## src/rtl/dcoeff_bit_serializer.sv

```systemverilog
// Bit-slice serializer for polynomial coefficients.
// Holds NCOEF coefficients of WIDTH bits each in circular shift registers.
// Emits one bit-slice per cycle: bit j of every coefficient, packed NCOEF wide.
// Ports:
//   clk, reset                  clock and synchronous active-high reset
//   load, ddata                 capture packed coefficients (coef i at [i*WIDTH +: WIDTH])
//   start, msb_first            begin a run; the bit order is latched on an accepted start
//   repeat_en                   re-emit after the last slice (sampled on the last-slice cycle)
//   stop                        abort the current run and discard the data
//   dcoeff, slice_valid         current slice and its valid flag
//   bit_idx, last               slice index within the pass, and the final-slice flag
//   busy, loaded, done          run in progress, data held idle, pass-complete pulse
module dcoeff_bit_serializer #(
  parameter int unsigned WIDTH = 4,
  parameter int unsigned NCOEF = 4,
  localparam int unsigned CNT_W = $clog2(WIDTH)
) (
  input  logic                   clk,
  input  logic                   reset,
  input  logic                   load,
  input  logic [NCOEF*WIDTH-1:0] ddata,
  input  logic                   start,
  input  logic                   msb_first,
  input  logic                   repeat_en,
  input  logic                   stop,
  output logic [NCOEF-1:0]       dcoeff,
  output logic                   slice_valid,
  output logic [CNT_W-1:0]       bit_idx,
  output logic                   last,
  output logic                   busy,
  output logic                   loaded,
  output logic                   done
);

  localparam logic [1:0] S_IDLE   = 2'd0;
  localparam logic [1:0] S_LOADED = 2'd1;
  localparam logic [1:0] S_RUN    = 2'd2;

  logic [1:0]                  state_q, state_d;
  logic [NCOEF-1:0][WIDTH-1:0] coef_q, coef_d;
  logic                        msb_q, msb_d;
  logic [CNT_W-1:0]            idx_q, idx_d;
  logic                        done_q, done_d;
  logic                        run_c;
  logic                        last_c;

  assign run_c  = (state_q == S_RUN);
  assign last_c = run_c && (idx_q == CNT_W'(WIDTH - 1));

  // Next-state: load/start handshake, rotation, pass completion and abort
  always_comb begin
    state_d = state_q;
    coef_d  = coef_q;
    msb_d   = msb_q;
    idx_d   = idx_q;
    done_d  = 1'b0;
    case (state_q)
      S_IDLE: begin
        if (load) begin
          coef_d  = ddata;
          state_d = S_LOADED;
        end
      end
      S_LOADED: begin
        if (load) coef_d = ddata;
        if (start) begin
          msb_d   = msb_first;
          idx_d   = '0;
          state_d = S_RUN;
        end
      end
      S_RUN: begin
        // WIDTH rotations bring every register back to its loaded value
        for (int i = 0; i < NCOEF; i++) begin
          coef_d[i] = msb_q ? {coef_q[i][WIDTH-2:0], coef_q[i][WIDTH-1]}
                            : {coef_q[i][0], coef_q[i][WIDTH-1:1]};
        end
        if (stop) begin
          // Partially rotated data is unusable; force a reload
          coef_d  = '0;
          idx_d   = '0;
          state_d = S_IDLE;
        end else if (last_c) begin
          idx_d = '0;
          if (!repeat_en) begin
            state_d = S_LOADED;
            done_d  = 1'b1;
          end
        end else begin
          idx_d = idx_q + CNT_W'(1);
        end
      end
      default: begin
        state_d = S_IDLE;
      end
    endcase
  end

  // State and datapath registers
  always_ff @(posedge clk) begin
    if (reset) begin
      state_q <= S_IDLE;
      coef_q  <= '0;
      msb_q   <= 1'b0;
      idx_q   <= '0;
      done_q  <= 1'b0;
    end else begin
      state_q <= state_d;
      coef_q  <= coef_d;
      msb_q   <= msb_d;
      idx_q   <= idx_d;
      done_q  <= done_d;
    end
  end

  // Current slice taken from the emitting end of each register, zero when idle
  always_comb begin
    dcoeff = '0;
    for (int i = 0; i < NCOEF; i++) begin
      dcoeff[i] = run_c & (msb_q ? coef_q[i][WIDTH-1] : coef_q[i][0]);
    end
  end

  assign slice_valid = run_c;
  assign busy        = run_c;
  assign loaded      = (state_q == S_LOADED);
  assign bit_idx     = idx_q;
  assign last        = last_c;
  assign done        = done_q;

endmodule

```

## config.mk

```make
export PLATFORM = sky130hd
export DESIGN_NAME = dcoeff_bit_serializer
export DESIGN_NICKNAME = d
export VERILOG_FILES = /design/src/rtl/dcoeff_bit_serializer.sv
export SDC_FILE = /design/constraint.sdc
export NUM_CORES = 1
export LEC_CHECK = 0
export ABC_AREA = 1
export CAP_MARGIN = 20
export CORE_ASPECT_RATIO = 0.9
export CORE_MARGIN = 2
export CORE_UTILIZATION = 50
export CTS_BUF_LIST = sky130_fd_sc_hd__clkbuf_8 sky130_fd_sc_hd__clkbuf_16
export DETAILED_ROUTE_END_ITERATION = 10
export MAX_ROUTING_LAYER = met4
export PLACE_DENSITY = 0.83
export SETUP_SLACK_MARGIN = 0.02
export SLEW_MARGIN = 15
export SYNTH_ARGS = -nofsm -noshare
export SYNTH_HDL_FRONTEND = slang
export SYNTH_SLANG_ARGS = --single-unit
```

## constraint.sdc

```tcl
create_clock -name clk -period 3.73 [get_ports clk]
set_clock_uncertainty 0.15 [all_clocks]
set_input_delay 0.373 -clock clk [delete_from_list [all_inputs] [get_ports clk]]
set_output_delay 0.373 -clock clk [all_outputs]
set_load 0.01 [all_outputs]
```

======== Yosys cells after proc, flatten, opt, wreduce, memory -nomap -nowiden ========
Index checks and enable logic that the tools add are counted.
cells by class
  equality and inequality tests ........... 8
  bitwise operators ....................... 6
  reductions and logical operators ........ 10
  add/sub/neg operators ................... 1
  div/mod/pow operators ................... 0
  multipliers ............................. 0
  shift-type cells ........................ 0
  multiplexer cells ....................... 22
  order comparisons ....................... 0
operator list
  operator                                              count
  2-to-1 mux 16 bit                                     2
  case mux 16 bit (2 select lines)                      1
  2-to-1 mux 2 bit                                      8
  2-to-1 mux 4 bit                                      4
  != test 3 bit (second input constant)                 2
  case mux 2 bit (3 select lines)                       1
  AND reduction 2 bit                                   3
  2-to-1 mux 1 bit                                      5
  bitwise AND 1 bit                                     4
  equality test 2 bit (second input constant)           2
  != test 2 bit (second input constant)                 2
  case mux 2 bit (2 select lines)                       1
  AND reduction 4 bit                                   1
  nonzero test 2 bit                                    2
  OR reduction 4 bit                                    1
  adder 2 x 1 -> 2 bit (second input constant)          1
  equality test 2 x 1 -> 1 bit (second input constant)  1
  zero test 2 bit                                       1
  != test 2 x 1 -> 1 bit (second input constant)        1
  NOT 1 bit                                             2
  OR reduction 2 bit                                    1
  logical AND 1 bit                                     1
word-level totals
  output and inout bits ................... 11
  logic and storage cells ................. 55
  latch bits .............................. 0
  bits in read-only memories .............. 0
  bits in registers ....................... 22
  memories kept ........................... 0
  bits of input ports ..................... 23
  RAM bits ................................ 0

======== Longest topological paths before layout ========
  depth in word-level cells ............... 5
  mapped depth ............................ 7
  mapped depth without buffers ............ 7

======== Least setup slack after synthesis ========
OpenSTA, ideal clock, no wires.
  kind .................................... register to output
  from .................................... reg state_q[1]
  to ...................................... out dcoeff[0]
  arrival time ............................ 0.896 ns
  buffers on the path ..................... 1
  stages on the path, launching flop included .. 4
  path slack .............................. 2.311 ns
  required time ........................... 3.207 ns
  cells stage by stage .................... dfxtp_1 > nand2_4 > buf_4 > a21oi_1
between the ends
  word-level cells in the longest chain between the ends .. 2
RTL lines
  item                      line  text
  start: declaration        39    logic [1:0] state_q, state_d;
  start signal: assignment  108   state_q <= state_d;
  equality test 2 bit       47    assign run_c = (state_q == S_RUN);
  bitwise AND 1 bit         120   dcoeff[i] = run_c & (msb_q ? coef_q[i][WIDTH-1] : coef_q[i][0]);
  end: declaration          26    output logic [NCOEF-1:0] dcoeff,
No other way between the ends.

======== Final worst setup path ========
  from .................................... reg msb_q
  to ...................................... out dcoeff[0]
between the ends
  word-level cells in the longest chain between the ends .. 2
RTL lines
  item                      line  text
  start: declaration        41    logic msb_q, msb_d;
  start signal: assignment  110   msb_q <= msb_d;
  2-to-1 mux 1 bit          120
  bitwise AND 1 bit         120
No other way between the ends.

==> impl_metrics.toml <==
[outcome]
status = "completed"

[routing]
avgRoutedWirePerCell_um = 12.58
vias = 1268
drc = 0
finalWirelength_mm = 2.943
drt_iter0_drc = 39
routed_via_density = 5.419
antenna_left = 0
first_pass_iters = 5

[timing]
slew_viol_final = 0
fmax_ghz = 0.4217
fin_crit_sh_pct = 63.57
rsz0062_at_grt = "no"
min_period_ns = 2.371
fin_ws_ns = 1.359
maxSlewHeadroom_pct = 66.84
finalSetupViolations = 0
fin_setup_tns_ns = 0
tightestPinTransition_ns = 0.4967
hold_viol = 0

[pwr]
clkPwrFrac_pct = 29.0
p_sw_share_pct = 30.26
power.internal_uw = 417.8
power-per-cell-area_nw_per_um2 = 384.0
power_uw = 599.1
p_leak_uw = 0.0006003
comb_power_share_pct = 23.9
ir_drop_uv = 383.2
sequentialPowerShare_pct = 47.1
power.switching_uw = 181.3

[synthesis]
synthXorXnorAreaFrac_pct = 0
ys_types = 19
synth-warning-count = 0
ys_seq_area_share_pct = 36.29
synth_top_area_share_pct = 36.29
synthArstFlopShare_pct = 0
synth-compound-area-share_pct = 29.69
synth.area.top_cells = "dfxtp_1, o21ai_0, nand2_1, a21oi_1, inv_1"
syn_avg_cell_area_um2 = 6.743
synth_mux_area_share_pct = 0
synth-main-ff-cell = "dfxtp_1"
ys_seq_elements = 22
synth_top_family_by_area = "compound AO/OA/AOI/OAI gates"
syn_nets = 204
yosys-top-cells-count = "nand2_1, o21ai_0, a21oi_1"
synthMostInstantiatedCell = "nand2_1"
yosys.area_share.simple_pct = 22.68
synthCells = 180
synth_top_cell_by_area = "dfxtp_1"
synthesis.area_um2 = 1214
synth_fa_ha_area_share_pct = 1.031
synth_edf_count = 0

[floorplan]
num_rows = 16
dieArea_um2 = 2838
die_height_um = 50.74
start_util_pct = 54.13
ioPinCount = 34
core_um2 = 2242
die_w_um = 55.93

[final_layout]
synthToLayoutAreaGrowth_pct = 28.56
drive_above_1_share_pct = 5.314
num-nets-final = 232
final_util_pct = 69.59
n_fill_cell = 205
diodes = 0
fin_area_um2 = 1560

[setup_path]
crit_required_ns = 3.21
arrival_ns = 1.85
crit_path_start_kind = "register"
cp-end-kind = "output port"
criticalPathCategory = "reg2out"
path_max_fanout = 17

[placed_design]
place_hpwl_mm = 1.961
finalWeightedCongestion = 0.7947
io_buffers = 33
dpl_worst_slack_ns = 1.678
place_area_um2 = 1505

[global_routing]
grt_start_max_net_pins = 27
grt_pass1_vias = 1240
grt_pass1_wl_mm = 5.133
grt_antenna_before_repair = 0
grt_overflow = 0
track_usage_pct = 23.48

[cts]
cts.sinks = 22
cts.clk_slew.worst_paths_ns = 0.08
cts_made_buffers = 3
clk-insertion-delay-late_ns = 0.27
cts_root_buf = "clkbuf_8"
cts_tree = "done"
cts_resized = 0
cts_hold_buffers = 0
post_cts_buffers = 0
clockBufferDepth = 2
h-tree-depth = 1

[job]
drv_cap = 0

[min_path]
hold_path.class = "reg2reg"
## routing by layer
layer	vias up	wire [um]	GRT usage [%]
met3	2	189	7.216
met5	-	0	-
li1	660	-	-
met4	0	8	5.556
met2	46	1424	40.67
met1	560	1320	26.90
## cells by family (layout without fill, tap and decap cells)
| family | count (synthesis) | after routing |
|---|---|---|
| AO/OA/AOI/OAI | 72 | 72 |
| AND/OR/NAND/NOR | 61 | 61 |
| buffers and inverters | 24 | 51 |
| flip-flops | 22 | 22 |
| adder cells (fa/ha/maj) | 1 | 1 |
## worst paths after layout
| check | slack [ns] | cells past startpoint | endpoint | from |
|---|---|---|---|---|
| max | 1.36 | 4 | dcoeff[0] | msb_q |
| min | 0.36 | 2 | bit_idx[1] | bit_idx[1] |
| max reg2reg | 2.23 | 4 | coef_q[6] | msb_q |
| min reg2reg | 0.36 | 2 | bit_idx[1] | bit_idx[1] |
## layout make-up
class,count,area [um^2],area share (%)
repair buffers,33,330.3,21.17
multi-input cells,134,648.1,41.54
clock buffers,4,55.05,3.528
flip-flops and latches,22,440.4,28.23
inverters,14,52.55,3.368
well taps,27,33.78,2.165
## power groups by stage
stage,clock (uW),sequential [uW],combinational [uW]
floorplan,0,278,102
global placement,0,285,138
detailed placement,0,286,142
CTS,179,281,143
global route,187,287,164
finish,174,282,143
## critical path: stages, from the launching register on
cell	delay (ns)
dfxtp_1	0.47
inv_2	0.28
nand2_1	0.11
a21oi_1	0.16
clkdlybuf4s50_1	0.56
## registers in the layout, summed over array words and instances, names as in the netlist
signal / count
bit_idx: 2
coef_q: 16
state_q: 2
done: 1
msb_q: 1
## layout by cell type (no fill, tap or decap)
master and instances:
nand2_1 47, o21ai_0 44, clkdlybuf4s50_1 33, a21oi_1 25, dfxtp_1 22, inv_1 11
nor2_1 5, nand3_1 4, clkbuf_8 4, inv_2 3, nand2_4 3, o21ai_1 3
nor2_8 1, nor4_1 1, ha_1 1
## per-stage QoR
stage	cells	hold WS (ns)
global placement	230	0.3460
global route	234	0.3891
finish	234	0.3631
CTS	234	0.3656
floorplan	180	0.2921
detailed placement	230	0.3512
(Power assumes the default switching activity.)
==> RTL change, RTL diff (same settings) <==
Register the outputs `slice_valid`, `last`, `busy` and `loaded`, cleared by the reset; this adds one clock of latency there. The other outputs are not delayed to match. Comments in the files are not updated.
--- a/src/rtl/dcoeff_bit_serializer.sv
+++ b/src/rtl/dcoeff_bit_serializer.sv
@@ -123,7 +123,16 @@
 
-  assign slice_valid = run_c;
-  assign busy        = run_c;
-  assign loaded      = (state_q == S_LOADED);
+  always_ff @(posedge clk) begin
+    if (reset) begin
+      slice_valid <= '0;
+      last        <= '0;
+      busy        <= '0;
+      loaded      <= '0;
+    end else begin
+      slice_valid <= run_c;
+      last        <= last_c;
+      busy        <= run_c;
+      loaded      <= (state_q == S_LOADED);
+    end
+  end
   assign bit_idx     = idx_q;
-  assign last        = last_c;
   assign done        = done_q;
Check against the original RTL: not equivalent (Yosys sat finds a counterexample within 4 cycles, from zero or initial values and one cycle with reset high).
==> RTL change against the unedited design <==
  * Area after synthesis increased by 6.3%
  * Total power up 3.6%
  * Final cell count is 2.1% higher
  * First-iteration DRC count up 15%
  * Routed wire length up 6.1%
  * Design area up 3.7%
  * Register-to-register slack worse by 40 ps
  * Synthesized cell count rose by 2.8%
  * Sequential cell count up 3
  * Worst setup slack got worse by 31 ps
  * Count of clock-buffer cells in the layout down 1
  * Maximum frequency decreased by 1.3%
  * Critical path type unchanged
  * Critical endpoint is now dcoeff[3]
==> RTL change: results <==
set metrics [dict create \
    drt_pass1_iterations 4 \
    hold_path_depth 2 \
    ant_nets 0 \
    grt.met3_usage_pct 6.42 \
    relSlewSlack_pct 63.0 \
    sequential_element_share_of_the_synthesized_area_pct 38.8 \
    vdd.ir_drop.worst_mv 0.344 \
    worstSkewPairLatency_ps 270 \
    vias_per_cell 5.49 \
    cell_family_with_the_largest_share_of_critical_path_delay "buffers and inverters" \
    hold_end "bit_idx[1]" \
    slowest_stage "sky130_fd_sc_hd__clkdlybuf4s50_1" \
    ys_types 19 \
    nets 236 \
    grtUsageTotal_pct 23.6 \
    cts_htree_levels 1 \
    number_of_global_route_vias_before_repair 1182 \
    timing.rr.end "coef_q[10]" \
    detailedRoute.firstIterationViolations 45 \
    grt_start_max_net_pins 26 \
    synthesis.nets 209 \
    yosys-top-cells-area "sky130_fd_sc_hd__dfxtp_1, sky130_fd_sc_hd__nand2_1, sky130_fd_sc_hd__o21ai_0, sky130_fd_sc_hd__a21oi_1, sky130_fd_sc_hd__o21ai_1" \
    worst_ep_arrival_time_ps 1880 \
    port_buffers 33 \
    yosys-top-cells-count "sky130_fd_sc_hd__nand2_1, sky130_fd_sc_hd__o21ai_0, sky130_fd_sc_hd__dfxtp_1, sky130_fd_sc_hd__a21oi_1, sky130_fd_sc_hd__o21ai_1" \
    detail_route.drc_violations 0 \
    grt_pass1_wl_mm 5.36 \
    route.detailed.wl_per_inst_um 13.1 \
    final_layout_size_suffix_gt1_share_pct 4.74 \
    hold_crit_path_type "reg -> reg" \
    gp_routability_congestion 0.824 \
    status "completed" \
    worst-r2r-setup-slack_ps 2190 \
    dpl.hpwl_mm 2.13 \
    globalRouteMet1Util_pct 28.9 \
    leakage_power_nw 0.627 \
    m2_gr_usage_pct 37.9 \
]
RTL change: cell types whose count changed in the layout (fill, tap and decap cells not counted):
cell | unedited run | this run
sky130_fd_sc_hd__a21oi_1 | 25 | 24
sky130_fd_sc_hd__clkbuf_8 | 4 | 3
sky130_fd_sc_hd__dfxtp_1 | 22 | 25
sky130_fd_sc_hd__nand3_1 | 4 | 5
sky130_fd_sc_hd__nor3_1 | 0 | 1
sky130_fd_sc_hd__o21ai_0 | 44 | 27
sky130_fd_sc_hd__o21ai_1 | 3 | 21
RTL change: layer usage:
layer | up-vias | share of wire (%)
met1 | 602 | 44
met4 | 0 | 1.6
li1 | 666 | -
met3 | 6 | 5.9
met2 | 37 | 48
met5 | - | 0
RTL change: stage by stage:
step | std cells | hold slack [ps] | setup slack, ps | area, µm²
6_report | 239 | 372 | 1330 | 1620
5_1_grt | 239 | 405 | 1150 | 1620
4_1_cts | 239 | 379 | 1360 | 1620
3_5_place_dp | 235 | 360 | 1680 | 1570
3_3_place_gp | 235 | 330 | 1710 | 1570
2_1_floorplan | 185 | 292 | 2310 | 1290
RTL change: cells by family after synthesis:
logic type | Yosys count | share of synthesized area [%]
flops | 25 | 38.8
buf+inv | 24 | 10.2
compound gates | 72 | 27.9
simple gates | 63 | 22.1
fa+ha+maj | 1 | 0.970
RTL change: how the worst max path moves through the flow:
stage / startpoint / end / slack, ps / cells after the start
2_1_floorplan: state_q[1] / dcoeff[0] / 2310 / 3
3_3_place_gp: msb_q / dcoeff[3] / 1710 / 4
3_5_place_dp: msb_q / dcoeff[3] / 1680 / 4
4_1_cts: msb_q / dcoeff[3] / 1360 / 4
5_1_grt: msb_q / dcoeff[3] / 1150 / 4
6_report: msb_q / dcoeff[3] / 1330 / 4
RTL change: final cells by class:
cell class	count	area, µm²
fillers	216	828
clock buffers	3	41.3
multi-input cells	136	658
well taps	28	35.0
inverters	13	48.8
repair buffers	33	330
clock inverters	1	3.75
flip-flops and latches	25	500
RTL change: report_power, final:
| group | internal [mW] | switching [mW] |
|---|---|---|
| combinational | 0.0626 | 0.0821 |
| clock | 0.0737 | 0.0845 |
| sequential | 0.294 | 0.0241 |
| total | 0.430 | 0.191 |
RTL change: worst min-delay path: stages (launching register included):
cell and delay [ps]:
sky130_fd_sc_hd__dfxtp_1 330, sky130_fd_sc_hd__nand2_1 70, sky130_fd_sc_hd__o21ai_0 70
